==> src/rtl/icache_responder.sv <==
// Direct-mapped, one-word-per-line instruction cache responder.
// Hits are served combinationally; misses fetch the word over the iREN/iwait handshake and fill the line.
module icache_responder #(
    parameter int SETS = 16,
    parameter int CNTW = 32
) (
    input  logic            CLK,
    input  logic            nRST,
    input  logic            imemREN,
    input  logic [31:0]     imemaddr,
    input  logic            flush,
    output logic            ihit,
    output logic [31:0]     imemload,
    output logic            iREN,
    output logic [31:0]     iaddr,
    input  logic            iwait,
    input  logic [31:0]     iload,
    output logic [CNTW-1:0] hit_count,
    output logic [CNTW-1:0] miss_count
);
    localparam int IDXW = $clog2(SETS);
    localparam int TAGW = 30 - IDXW;

    typedef enum logic {IDLE, FETCH} state_t;

    state_t state, next_state;

    logic [SETS-1:0] valid;
    logic [TAGW-1:0] tag_array  [SETS];
    logic [31:0]     data_array [SETS];
    logic [31:0]     miss_addr;

    logic [IDXW-1:0] req_idx, fill_idx;
    logic [TAGW-1:0] req_tag, fill_tag;
    logic            lookup_hit;
    logic            fill_done;
    logic            miss;

    assign req_idx  = imemaddr[IDXW+1:2];
    assign req_tag  = imemaddr[31:IDXW+2];
    assign fill_idx = miss_addr[IDXW+1:2];
    assign fill_tag = miss_addr[31:IDXW+2];

    assign lookup_hit = imemREN && valid[req_idx] && (tag_array[req_idx] == req_tag);

    // iREN/iaddr depend only on state, so iwait never reaches them combinationally.
    always_comb begin
        next_state = state;
        ihit       = 1'b0;
        imemload   = 32'h0;
        iREN       = 1'b0;
        iaddr      = 32'h0;
        fill_done  = 1'b0;
        miss       = 1'b0;
        case (state)
            IDLE: begin
                if (lookup_hit && !flush) begin
                    ihit     = 1'b1;
                    imemload = data_array[req_idx];
                end else if (imemREN && !lookup_hit) begin
                    miss       = 1'b1;
                    next_state = FETCH;
                end
            end
            FETCH: begin
                iREN  = 1'b1;
                iaddr = {miss_addr[31:2], 2'b00};
                if (!iwait) begin
                    fill_done  = 1'b1;
                    next_state = IDLE;
                end
            end
            default: next_state = IDLE;
        endcase
        if (!nRST) begin
            ihit      = 1'b0;
            imemload  = 32'h0;
            iREN      = 1'b0;
            iaddr     = 32'h0;
            fill_done = 1'b0;
            miss      = 1'b0;
        end
    end

    always_ff @(posedge CLK) begin
        if (!nRST) begin
            state      <= IDLE;
            miss_addr  <= 32'h0;
            hit_count  <= '0;
            miss_count <= '0;
        end else begin
            state <= next_state;
            if (miss)
                miss_addr <= imemaddr;
            if (ihit)
                hit_count <= hit_count + CNTW'(1);
            if (fill_done)
                miss_count <= miss_count + CNTW'(1);
        end
    end

    // A fill landing on the same edge as a flush keeps its line valid.
    always_ff @(posedge CLK) begin
        if (!nRST) begin
            valid <= '0;
        end else begin
            if (flush)
                valid <= '0;
            if (fill_done)
                valid[fill_idx] <= 1'b1;
        end
    end

    always_ff @(posedge CLK) begin
        if (fill_done) begin
            tag_array[fill_idx]  <= fill_tag;
            data_array[fill_idx] <= iload;
        end
    end
endmodule

==> config.mk <==
export PLATFORM = sky130hd
export DESIGN_NAME = icache_responder
export DESIGN_NICKNAME = d
export VERILOG_FILES = /design/src/rtl/icache_responder.sv
export SDC_FILE = /design/constraint.sdc
export NUM_CORES = 1
export LEC_CHECK = 0
export CORE_MARGIN = 2
export CORE_UTILIZATION = 35
export CTS_BUF_LIST = sky130_fd_sc_hd__clkbuf_4
export CTS_CLUSTER_DIAMETER = 30
export CTS_CLUSTER_SIZE = 20
export DETAILED_ROUTE_END_ITERATION = 7
export GPL_ROUTABILITY_DRIVEN = 0
export PLACE_DENSITY = 0.51
export RECOVER_POWER = 100
export REMOVE_ABC_BUFFERS = 1
export SYNTH_ARGS = -nofsm -noshare
export SYNTH_HDL_FRONTEND = slang
export SYNTH_SLANG_ARGS = --single-unit
==> constraint.sdc <==
create_clock -name CLK -period 9.2 [get_ports CLK]
set_input_delay 1.84 -clock CLK [delete_from_list [all_inputs] [get_ports CLK]]
set_output_delay 1.84 -clock CLK [all_outputs]
set_load 0.02 [all_outputs]
Word-level counts from Yosys, hierarchy flattened
Memories as Yosys holds them, arrays and structs flattened. Index checks and enable logic that the tools add are counted.

RAM bits: 928. Flip-flop bits (word level): 113. Word-level logic and storage cells: 50. Memories: 2. Output and inout bits: 130.

Memories: data_array (depth 16, width 32, rd ports 1, clocked after memory_dff 0, write ports 1, line 30) `logic [31:0] data_array [SETS];`; tag_array (depth 16, width 26, rd ports 1, clocked after memory_dff 0, write ports 1, line 29) `logic [TAGW-1:0] tag_array [SETS];`.

$lt $le $gt $ge: 3. Reduce and logical (&&, ||, !) cells: 7. Bitwise gates (word level): 2. Muxes and demuxes: 28. Add/subtract/negate cells: 2. Equal/unequal tests: 1.

Operators by type and width (number): 2-to-1 mux 32 bit (5); adder 32 x 1 -> 32 bit (second input constant) (2); 2-to-1 mux 16 bit (3); equality test 26 bit (1); 2-to-1 mux 1 bit (17); bitwise OR 16 bit (1); less-than comparator 4 x 5 -> 1 bit (second input constant) (2); logical AND 1 bit (5); binary-select mux 1 bit (select 4 bit) (1); demux 1 bit (select 4 bit) (1); >= comparator 4 x 1 -> 1 bit (second input constant) (1); zero test 1 bit (2); case mux 1 bit (2 select lines) (1); NOT 1 bit (1).

Longest topological paths before layout
Gate-level depths: netlist (run 1).

Depth after elaboration: 10. Mapped depth: 16. Mapped depth without buffers: 9.

Least setup slack after synthesis (run 1)
OpenSTA, ideal clock, no wires.

Path type: input to register. From: in nRST. To: mem data_array[11][0] (enable). Data required time: 8.640 ns. Path slack: 1.704 ns. Path buffers: 1. Library setup time: 0.560 ns. Stages: 4. Arrival time: 6.936 ns. Cell sequence: clkbuf_1 -> and3_1 -> nand3b_1 -> nor3b_1.

Cells in the longest elaborated chain, start to end: 3.

RTL lines: start: declaration (line 8) `input logic nRST,`; 2-to-1 mux 1 bit (line 75) `if (!nRST) begin`; 2-to-1 mux 1 bit (line 115) `if (fill_done) begin`; 2-to-1 mux 1 bit (implied by the code) (line 117) `data_array[fill_idx] <= iload;`; end: declaration (line 30).

Every way passes these cells.

Worst setup path in the final report (run 1)
From: in imemaddr[2]. To: out imemload[13].

Cells in the longest elaborated chain, start to end: 8.

RTL lines: start: declaration (line 10) `input logic [31:0] imemaddr,`; parallel branches: the longest is 5 deep, another holds memory read (16 x 26 bit); 2-to-1 mux 32 bit * (line 57) `if (lookup_hit && !flush) begin`; 2-to-1 mux 32 bit * (line 55) `case (state)`; 2-to-1 mux 32 bit * (line 75); end: declaration (line 13) `output logic [31:0] imemload,`.

Every way passes the cells marked *. The select of a mux whose other input is x is not followed.

==> results of run 1 <==
sequential cells by signal, indices dropped and copies added (netlist names):
signal	cells
miss_addr	30
hit_count	32
tag_array	416
state	1
valid	16
miss_count	32
data_array	512
through the flow:
stage	worst slack [ns]	hold WS [ns]	instances	total power, uW	area (um2)
after global routing	0.394	0.515	4155	10100	48000
after CTS	0.835	0.492	4153	9830	48200
after detailed placement	0.826	0.473	3787	5750	44900
after floorplan	1.74	0.451	2004	5500	40400
final	0.756	0.488	4156	9700	48000
after global placement	0.862	0.463	3787	5740	44900
per-layer routing:
layer / track usage (%) / up-vias
li1: - / 9448
met1: 22.8 / 11400
met2: 29.6 / 576
met3: 3.17 / 176
met4: 5.63 / 0
met5: 0 / -
layout make-up:
cell class	count	area (um2)
Clock buffer	228	1710
Fill cell	10300	68200
Multi-Input combinational cell	955	10300
Sequential cell	1039	30100
Antenna cell	3	7.51
Tap cell	1524	1910
Inverter	10	38.8
Clock inverter	138	1600
Timing Repair Buffer	259	2370
synthesized netlist by cell type (14+ instances only):
cell	number	area, um2
xor2_1	25	219
buf_2	29	145
mux2i_1	101	1010
nand3_1	41	205
buf_4	14	105
nand2_1	108	405
a21oi_1	46	230
dfxtp_1	111	2220
clkbuf_1	63	236
nor2_1	64	240
edfxtp_1	928	27900
o21ai_0	25	125
mux4_2	253	5700
nand4_1	17	106
and3_1	47	294
xnor2_1	24	210
or3_1	19	119
nor2b_1	41	257
logic make-up after synthesis:
| family | count (synthesis) | synth area share (%) |
|---|---|---|
| adders and majority gates | 2 | 0.0611 |
| buffers and inverters | 129 | 1.53 |
| AOI/OAI and AO/OA | 127 | 1.96 |
| xor gates and xnor gates | 52 | 1.17 |
| other | 1 | 0.00915 |
| muxes | 362 | 16.6 |
| and+or+nand+nor | 410 | 5.25 |
| DFF | 1039 | 73.4 |
power by group through the flow:
| stage | Clock, uW | Sequential [uW] | Combinational [uW] |
|---|---|---|---|
| final | 4070 | 5190 | 435 |
| after global routing | 4400 | 5200 | 470 |
| after CTS | 4190 | 5190 | 450 |
| after detailed placement | 0 | 5300 | 449 |
| after global placement | 0 | 5300 | 444 |
| after floorplan | 0 | 5290 | 216 |
worst max-delay path, delay by kind of cell:
kind	cells	cell delay, ns
XOR/XNOR	1	0.09
AND/OR/NAND/NOR	4	1.40
buffers and inverters	4	2.04
multiplexers	2	0.73
AO/OA/AOI/OAI	2	0.41
how the worst max path moves through the flow:
stage | startpoint | endpoint
floorplan | imemaddr[5] | imemload[0]
global placement | imemaddr[2] | imemload[11]
detailed placement | imemaddr[2] | imemload[13]
CTS | imemaddr[2] | imemload[13]
global route | imemaddr[2] | imemload[18]
finish | imemaddr[2] | imemload[13]
==> impl_metrics.env, run 1 <==
export IMPL_reg2reg_to="data_array[8][8]$_DFFE_PP_"
export IMPL_pwr_share_clk_pct=42.0
export IMPL_relSlewSlack_pct=-139
export IMPL_synthFlopType="edfxtp_1"
export IMPL_via_per_inst=5.21
export IMPL_grt_max_degree=72
export IMPL_cp_max_fo=58
export IMPL_root_buffer="clkbuf_4"
export IMPL_vias=21600
export IMPL_fp_dieW_um=346
export IMPL_most_common_layout_cells="928 x edfxtp_1, 253 x mux4_2, 228 x clkbuf_4, 158 x dlygate4sd3_1, 110 x dfxtp_1"
export IMPL_grt_overflow_total=0
export IMPL_met2_length_mm=53.3
export IMPL_finalSetupViolations=0
export IMPL_p_int_uw=7510
export IMPL_ys_seq_area_share_pct=73.4
export IMPL_hp_start="hit_count[31]$_SDFFE_PN0P_"
export IMPL_cts_tree="built"
export IMPL_drtAntennaViolNets=0
export IMPL_end_kind="primary output"
export IMPL_port_buffers=194
export IMPL_min_path_type="register to register"
export IMPL_ctsResizeCount=0
export IMPL_ctsHoldBuffers=0
export IMPL_nets=2534
export IMPL_finalCriticalPeriod_ns=8.44
export IMPL_p_leak_uw=0.0161
export IMPL_post_route_period_util_pct=91.8
export IMPL_cts_htree_levels=4
export IMPL_coreArea_mm2=0.116
export IMPL_drive_gt1_share_pct=25.2
export IMPL_fin_tns_setup_ns=0
export IMPL_wl_per_cell_um=25.3
export IMPL_critPathKind="input pin to primary output"
export IMPL_synth_edf_count=928
export IMPL_antenna_found_initial=11
export IMPL_p_sw_uw=2180
export IMPL_p_comb_share_pct=4.5
export IMPL_rows=125
export IMPL_async_flop_share_pct=0
export IMPL_cp_common_cell="buf_4"
export IMPL_dr_max_layer_used="met4"
export IMPL_drt_iter0_markers=1825
export IMPL_rsz0062_at_grt="no"
export IMPL_routed_wl_mm=105
export IMPL_cp_required_ns=7.36
export IMPL_grt_pass1_wl_mm=153
export IMPL_area_growth_pct=17.1
export IMPL_grt_use_total_pct=17.5
export IMPL_cts_buffers=198
export IMPL_ios=199
export IMPL_cts_buffer_depth=3
export IMPL_dp_hpwl_mm=57.2
export IMPL_initial_utilization_pct=35.3
export IMPL_final_common_cell="edfxtp_1"
export IMPL_max_stage_delay_ns=0.69
export IMPL_p_per_area_mw_per_mm2=202
export IMPL_worstPathArrival_ns=6.60
export IMPL_r2r_slack_ns=3.79
export IMPL_holdPathStages=2
export IMPL_die_h_um=346
export IMPL_yosys_warnings=0
export IMPL_whs_endpoint="hit_count[31]$_SDFFE_PN0P_"
export IMPL_avgSynthCellArea_um2=19.3
export IMPL_crit_chain="buf_8, buf_4, mux4_2, mux2i_1, xnor2_1, a211oi_1, o22ai_1, nor4b_1, nand4_1, or2_2, buf_4, nor2b_1, dlygate4sd3_1"
export IMPL_clock_latency_ns=1.12
export IMPL_synth_area_mm2=0.0410
export IMPL_clk_pin_slew_worst_paths_ns=0.09
export IMPL_ys_ff_latch=1039
export IMPL_irDropWorstVdd_uv=108
export IMPL_syn_inst=2122
export IMPL_hold_violations=0
export IMPL_post_route_drc_count=0
export IMPL_critPathSlowestCell="dlygate4sd3_1"
export IMPL_clock_fmax_ghz=0.118
export IMPL_grt_pass1_vias=22500
export IMPL_failed_checks="max-capacitance violations, max-slew violations"
export IMPL_postCtsSetupBuffers=0
export IMPL_slew_violations=837
export IMPL_max_cap_violations=27
export IMPL_dieArea_mm2=0.120
export IMPL_tritoncts_num_sinks=1039
export IMPL_synth_distinct_cells=60
export IMPL_pwr_share_seq_pct=53.5
export IMPL_rr_worst_depth=7
export IMPL_max_slew_worst_pin_slew_ns=3.58
export IMPL_setup_worst_path_start_class="input pin"
export IMPL_r2r_start="state$_SDFF_PN0_"
export IMPL_clock_skew_ns=0.0864
export IMPL_swShare_pct=22.5
export IMPL_status="complete, but fails checks"
export IMPL_dr_pass1_iters=5
export IMPL_wl_met1_mm=44.9
export IMPL_final_util_pct=41.3
export IMPL_wl_met3_mm=4.43
(Power assumes the default switching activity.)
==> run 2: changes to the inputs <==
Settings changed: CELL_PAD_IN_SITES_DETAIL_PLACEMENT set to 0, CELL_PAD_IN_SITES_GLOBAL_PLACEMENT set to 1, PLACE_DENSITY 0.51 to 0.57.
==> run 2 against run 1 <==
Compared with the run above: the run still ends with max-capacitance violations, max-slew violations left; clock-buffer cell count is 9 lower; die area stayed put; via count is 0.55% lower; power is 0.69% higher; sequential power hardly changed; wire length is 0.70% lower; core utilization is 0.075 points higher; sequential share of layout area is 0.11 points lower; first-iteration DRC count is 13% lower; non-clock buffer count is 4 lower; largest cell class unchanged.
==> impl_metrics.env, run 2 (synthesized netlist as in run 1, its figures left out) <==
export IMPL_clock_skew_ns=0.0798
export IMPL_ctsResizeCount=0
export IMPL_vias=21500
export IMPL_fp_dieW_um=346
export IMPL_drive_gt1_share_pct=25.9
export IMPL_r2r_slack_ns=2.96
export IMPL_dp_cells=3783
export IMPL_post_route_drc_count=0
export IMPL_coreArea_mm2=0.116
export IMPL_ios=199
export IMPL_worstPathArrival_ns=6.65
export IMPL_critPathKind="input pin to primary output"
export IMPL_regMostFlops="data_array"
export IMPL_cp_max_fo=61
export IMPL_cts_buffer_depth=3
export IMPL_grt_max_degree=70
export IMPL_seq_area_mm2=0.0301
export IMPL_r2r_start="state$_SDFF_PN0_"
export IMPL_cts_htree_levels=4
export IMPL_fin_hold_ws_ns=0.493
export IMPL_clk_pin_slew_worst_paths_ns=0.08
export IMPL_grt_pass1_wl_mm=152
export IMPL_area_growth_pct=17.4
export IMPL_drt_iter0_markers=1596
export IMPL_status="complete, but fails checks"
export IMPL_grt_overflow_total=0
export IMPL_irDropWorstVdd_uv=118
export IMPL_max_cap_violations=30
export IMPL_postCtsSetupBuffers=0
export IMPL_most_common_layout_cells="928 x edfxtp_1, 253 x mux4_2, 219 x clkbuf_4, 155 x dlygate4sd3_1, 110 x dfxtp_1"
export IMPL_root_buffer="clkbuf_4"
export IMPL_cp_required_ns=7.36
export IMPL_final_cells=4177
export IMPL_finalCriticalPeriod_ns=8.49
export IMPL_min_path_type="register to register"
export IMPL_crit_start="imemaddr[2]"
export IMPL_end_kind="primary output"
export IMPL_dp_hpwl_mm=57.5
export IMPL_rows=125
export IMPL_via_per_inst=5.15
export IMPL_cts_buffers=206
export IMPL_rsz0062_at_grt="no"
export IMPL_largest_reg_flops=512
export IMPL_relSlewSlack_pct=-167
export IMPL_port_buffers=194
export IMPL_nets=2538
export IMPL_fin_tns_setup_ns=0
export IMPL_dr_pass1_iters=5
export IMPL_p_per_area_mw_per_mm2=203
export IMPL_tritoncts_num_sinks=1039
export IMPL_die_h_um=346
export IMPL_final_common_cell="edfxtp_1"
export IMPL_grt_use_total_pct=17.5
export IMPL_routed_wl_mm=104
export IMPL_wl_per_cell_um=25.0
export IMPL_post_route_period_util_pct=92.3
export IMPL_reg2reg_to="tag_array[5][25]$_DFFE_PP_"
export IMPL_fill_cells=10400
export IMPL_finalSetupViolations=0
export IMPL_p_leak_uw=0.0162
export IMPL_max_slew_worst_pin_slew_ns=4.01
export IMPL_rr_worst_depth=6
export IMPL_dieArea_mm2=0.120
export IMPL_drtAntennaViolNets=0
export IMPL_clock_latency_ns=1.09
export IMPL_multiInputGateArea_mm2=0.0103
export IMPL_ctsHoldBuffers=0
export IMPL_cts_tree="built"
export IMPL_failed_checks="max-capacitance violations, max-slew violations"
export IMPL_setup_worst_path_start_class="input pin"
export IMPL_initial_utilization_pct=35.3
export IMPL_clock_fmax_ghz=0.118
export IMPL_hold_violations=0
export IMPL_grt_pass1_vias=22900
export IMPL_slew_violations=948
export IMPL_endpoint="imemload[13]"
export IMPL_reg_top3="data_array (512), tag_array (416)"
export IMPL_antenna_found_initial=12
-- run 2: area by class of cell --
cell class              instances  area share (%)
diodes                          2          0.0104
clock buffers                 219            3.42
well taps                    1524            3.96
inverters                      10          0.0807
repair buffers                255            4.78
clock inverters               173            3.78
multi-input cells             955            21.4
flip-flops and latches       1039            62.6
-- run 2: worst min path at each step --
stage	startpoint	endpoint	slack (ns)	depth (start not counted)
5_1_grt	valid[10]$_SDFF_PN0_	valid[10]$_SDFF_PN0_	0.52	2
2_1_floorplan	valid[10]$_SDFF_PN0_	valid[10]$_SDFF_PN0_	0.45	2
6_report	valid[6]$_SDFF_PN0_	valid[6]$_SDFF_PN0_	0.49	2
3_5_place_dp	valid[6]$_SDFF_PN0_	valid[6]$_SDFF_PN0_	0.47	2
4_1_cts	valid[6]$_SDFF_PN0_	valid[6]$_SDFF_PN0_	0.49	2
3_3_place_gp	valid[1]$_SDFF_PN0_	valid[1]$_SDFF_PN0_	0.46	2
-- run 2: per-layer routing --
metal	GRT usage [%]	share of wire, %	wire [um]
met3	3.32	4.6	4800
met1	22.9	43	44900
met5	0	0.016	17
met4	5.18	2.0	2130
met2	29.5	50	52400
-- run 2: per-stage QoR --
stage	instance area [um2]	utilization (%)	setup WS [ns]	total power, uW
6_report	48100	41.4	0.705	9760
2_1_floorplan	40400	-	1.74	5500
3_5_place_dp	44800	38.6	0.891	5750
5_1_grt	48100	41.4	0.314	10100
4_1_cts	48300	41.5	0.860	9900
3_3_place_gp	44800	38.6	0.905	5740
-- run 2: worst max-delay path, stage by stage --
cell           delay [ns]
buf_8                0.52
clkbuf_1             0.57
mux2i_1              0.16
a221oi_1             0.55
a21oi_1              0.19
o21ai_0              0.21
nand4bb_1            0.18
nor4b_2              0.33
nand4_2              0.15
or2_2                0.65
buf_4                0.37
nor2b_1              0.12
dlygate4sd3_1        0.69
-- run 2: power breakdown --
group | internal [uW] | switching [uW] | total, uW | leakage (uW)
combinational | 192 | 242 | 434 | 0.00479
clock | 2170 | 1970 | 4140 | 0.00184
sequential | 5150 | 39.2 | 5190 | 0.00954
total | 7510 | 2250 | 9760 | 0.0162
==> run 3: changes to the inputs <==
Settings changed: PLACE_DENSITY 0.57 to 0.59.
Clock period 9.2 ns to 7.8 ns, I/O delays scaled along.
==> run 3 against run 2 <==
Compared with the run above: the run still ends with max-capacitance violations, max-slew violations left; register-to-register slack worse by 1.8 ns; setup slack got worse by 0.34 ns; cell area about the same; via count grew 0.85%; hold slack gained 0.0023 ns; power grew 18%; sequential share of layout area about the same; clock power rose by 18%; highest routed layer unchanged; first-iteration DRC count rose by 4.9%; clock skew down 0.018 ns; largest power group unchanged; sequential power is 18% higher; non-clock buffer count rose by 3.
==> impl_metrics.env, run 3 (synthesized netlist as in run 1, its figures left out) <==
export IMPL_cts_htree_levels=4
export IMPL_worstPathArrival_ns=5.87
export IMPL_regMostFlops="data_array"
export IMPL_p_total_uw=11500
export IMPL_max_stage_delay_ns=0.69
export IMPL_area_growth_pct=17.4
export IMPL_fin_tns_setup_ns=0
export IMPL_dp_hpwl_mm=54.6
export IMPL_fill_cells=10300
export IMPL_p_per_area_mw_per_mm2=240
export IMPL_vias=21700
export IMPL_failed_checks="max-capacitance violations, max-slew violations"
export IMPL_reg_top3="data_array (512), tag_array (416)"
export IMPL_crit_chain="buf_8, buf_4, mux4_2, mux2i_1, xnor2_1, a211oi_1, o22ai_1, nor4b_4, nand4_2, or2_2, buf_4, nor2b_1, dlygate4sd3_1"
export IMPL_dpl_instance_area_mm2=0.0450
export IMPL_fp_dieW_um=346
export IMPL_clk_pin_slew_worst_paths_ns=0.08
export IMPL_die_h_um=346
export IMPL_rsz0062_at_grt="no"
export IMPL_final_common_cell="edfxtp_1"
export IMPL_port_buffers=194
export IMPL_final_util_pct=41.4
export IMPL_min_path_type="register to register"
export IMPL_drive_gt1_share_pct=25.2
export IMPL_max_cap_violations=29
export IMPL_r2r_slack_ns=1.13
export IMPL_post_route_period_util_pct=95.3
export IMPL_irDropWorstVdd_uv=128
export IMPL_hold_violations=0
export IMPL_critPathSlowestCell="dlygate4sd3_1"
export IMPL_path_delay_family="buffers and inverters"
export IMPL_slew_violations=1233
export IMPL_ctsResizeCount=0
export IMPL_drtAntennaViolNets=0
export IMPL_routed_wl_mm=104
export IMPL_root_buffer="clkbuf_4"
export IMPL_tritoncts_num_sinks=1039
export IMPL_cp_common_cell="buf_4"
export IMPL_ios=199
export IMPL_clock_fmax_ghz=0.135
export IMPL_largest_reg_flops=512
export IMPL_postCtsSetupBuffers=0
export IMPL_grt_overflow_total=0
export IMPL_status="complete, but fails checks"
export IMPL_max_slew_worst_pin_slew_ns=3.85
export IMPL_grt_max_degree=91
export IMPL_critPathKind="input pin to primary output"
export IMPL_finalSetupViolations=0
export IMPL_drt_iter0_markers=1674
export IMPL_cp_max_fo=46
export IMPL_grt_pass1_wl_mm=151
export IMPL_post_route_drc_count=0
export IMPL_clock_latency_ns=1.09
export IMPL_coreArea_mm2=0.116
export IMPL_final_cell_area_mm2=0.0481
export IMPL_ctsHoldBuffers=0
export IMPL_setup_worst_path_start_class="input pin"
export IMPL_p_leak_uw=0.0162
export IMPL_dieArea_mm2=0.120
export IMPL_via_per_inst=5.24
export IMPL_relSlewSlack_pct=-156
export IMPL_most_common_layout_cells="928 x edfxtp_1, 253 x mux4_2, 213 x clkbuf_4, 158 x dlygate4sd3_1, 111 x dfxtp_1"
export IMPL_nets=2525
export IMPL_cts_buffer_depth=3
export IMPL_worstPathBufferInverterCount=4
export IMPL_end_kind="primary output"
export IMPL_dr_pass1_iters=5
export IMPL_grt_pass1_vias=22400
export IMPL_cp_required_ns=6.24
export IMPL_initial_utilization_pct=35.3
export IMPL_grt_use_total_pct=17.3
export IMPL_cts_buffers=190
export IMPL_rows=125
export IMPL_clock_skew_ns=0.0617
export IMPL_antenna_found_initial=13
export IMPL_cts_tree="built"
export IMPL_finalCriticalPeriod_ns=7.43
export IMPL_wl_per_cell_um=25.1
-- run 3: worst paths after layout --
check	from	end	depth (start not counted)
hold / removal	valid[2]$_SDFF_PN0_	valid[2]$_SDFF_PN0_	2
setup reg to reg	state$_SDFF_PN0_	data_array[5][20]$_DFFE_PP_	6
hold reg to reg	valid[2]$_SDFF_PN0_	valid[2]$_SDFF_PN0_	2
setup / recovery	imemaddr[2]	imemload[1]	13
-- run 3: through the flow --
step                      setup slack (ns)  std cells  hold WS (ns)
after floorplan                      0.849       2004         0.451
after global placement               0.329       3786         0.463
after detailed placement             0.344       3786         0.476
after CTS                            0.324       4140         0.494
after global routing                0.0711       4142         0.517
final                                0.366       4143         0.495
-- run 3: area by class of cell --
cell class / instances / area (um2) / area share (%)
Multi-Input combinational cell: 955 / 10300 / 21.4
Clock inverter: 141 / 1740 / 3.61
Tap cell: 1524 / 1910 / 3.97
Sequential cell: 1039 / 30100 / 62.6
Inverter: 10 / 38.8 / 0.0807
Clock buffer: 213 / 1600 / 3.33
Antenna cell: 3 / 7.51 / 0.0156
Timing Repair Buffer: 258 / 2400 / 4.99
-- run 3: power by group --
group          internal [uW]  total [uW]  leakage, uW  switching (uW)
clock network           2670        4870      0.00180            2210
registers               6080        6130      0.00954            47.0
logic                    231         521      0.00486             289
total                   8980       11500       0.0162            2540
-- run 3: layer usage --
metal	GRT usage, %	share of wire, %	vias up
li1	-	-	9413
met2	29.4	51	594
met3	3.27	4.7	187
met5	0	0.027	-
met4	5.71	2.4	4
met1	22.3	42	11500
-- run 3: tightest hold or removal path: stages, from the launching register on --
cell and delay, ns:
dfxtp_1 0.33, a21oi_1 0.06, nor2_1 0.07
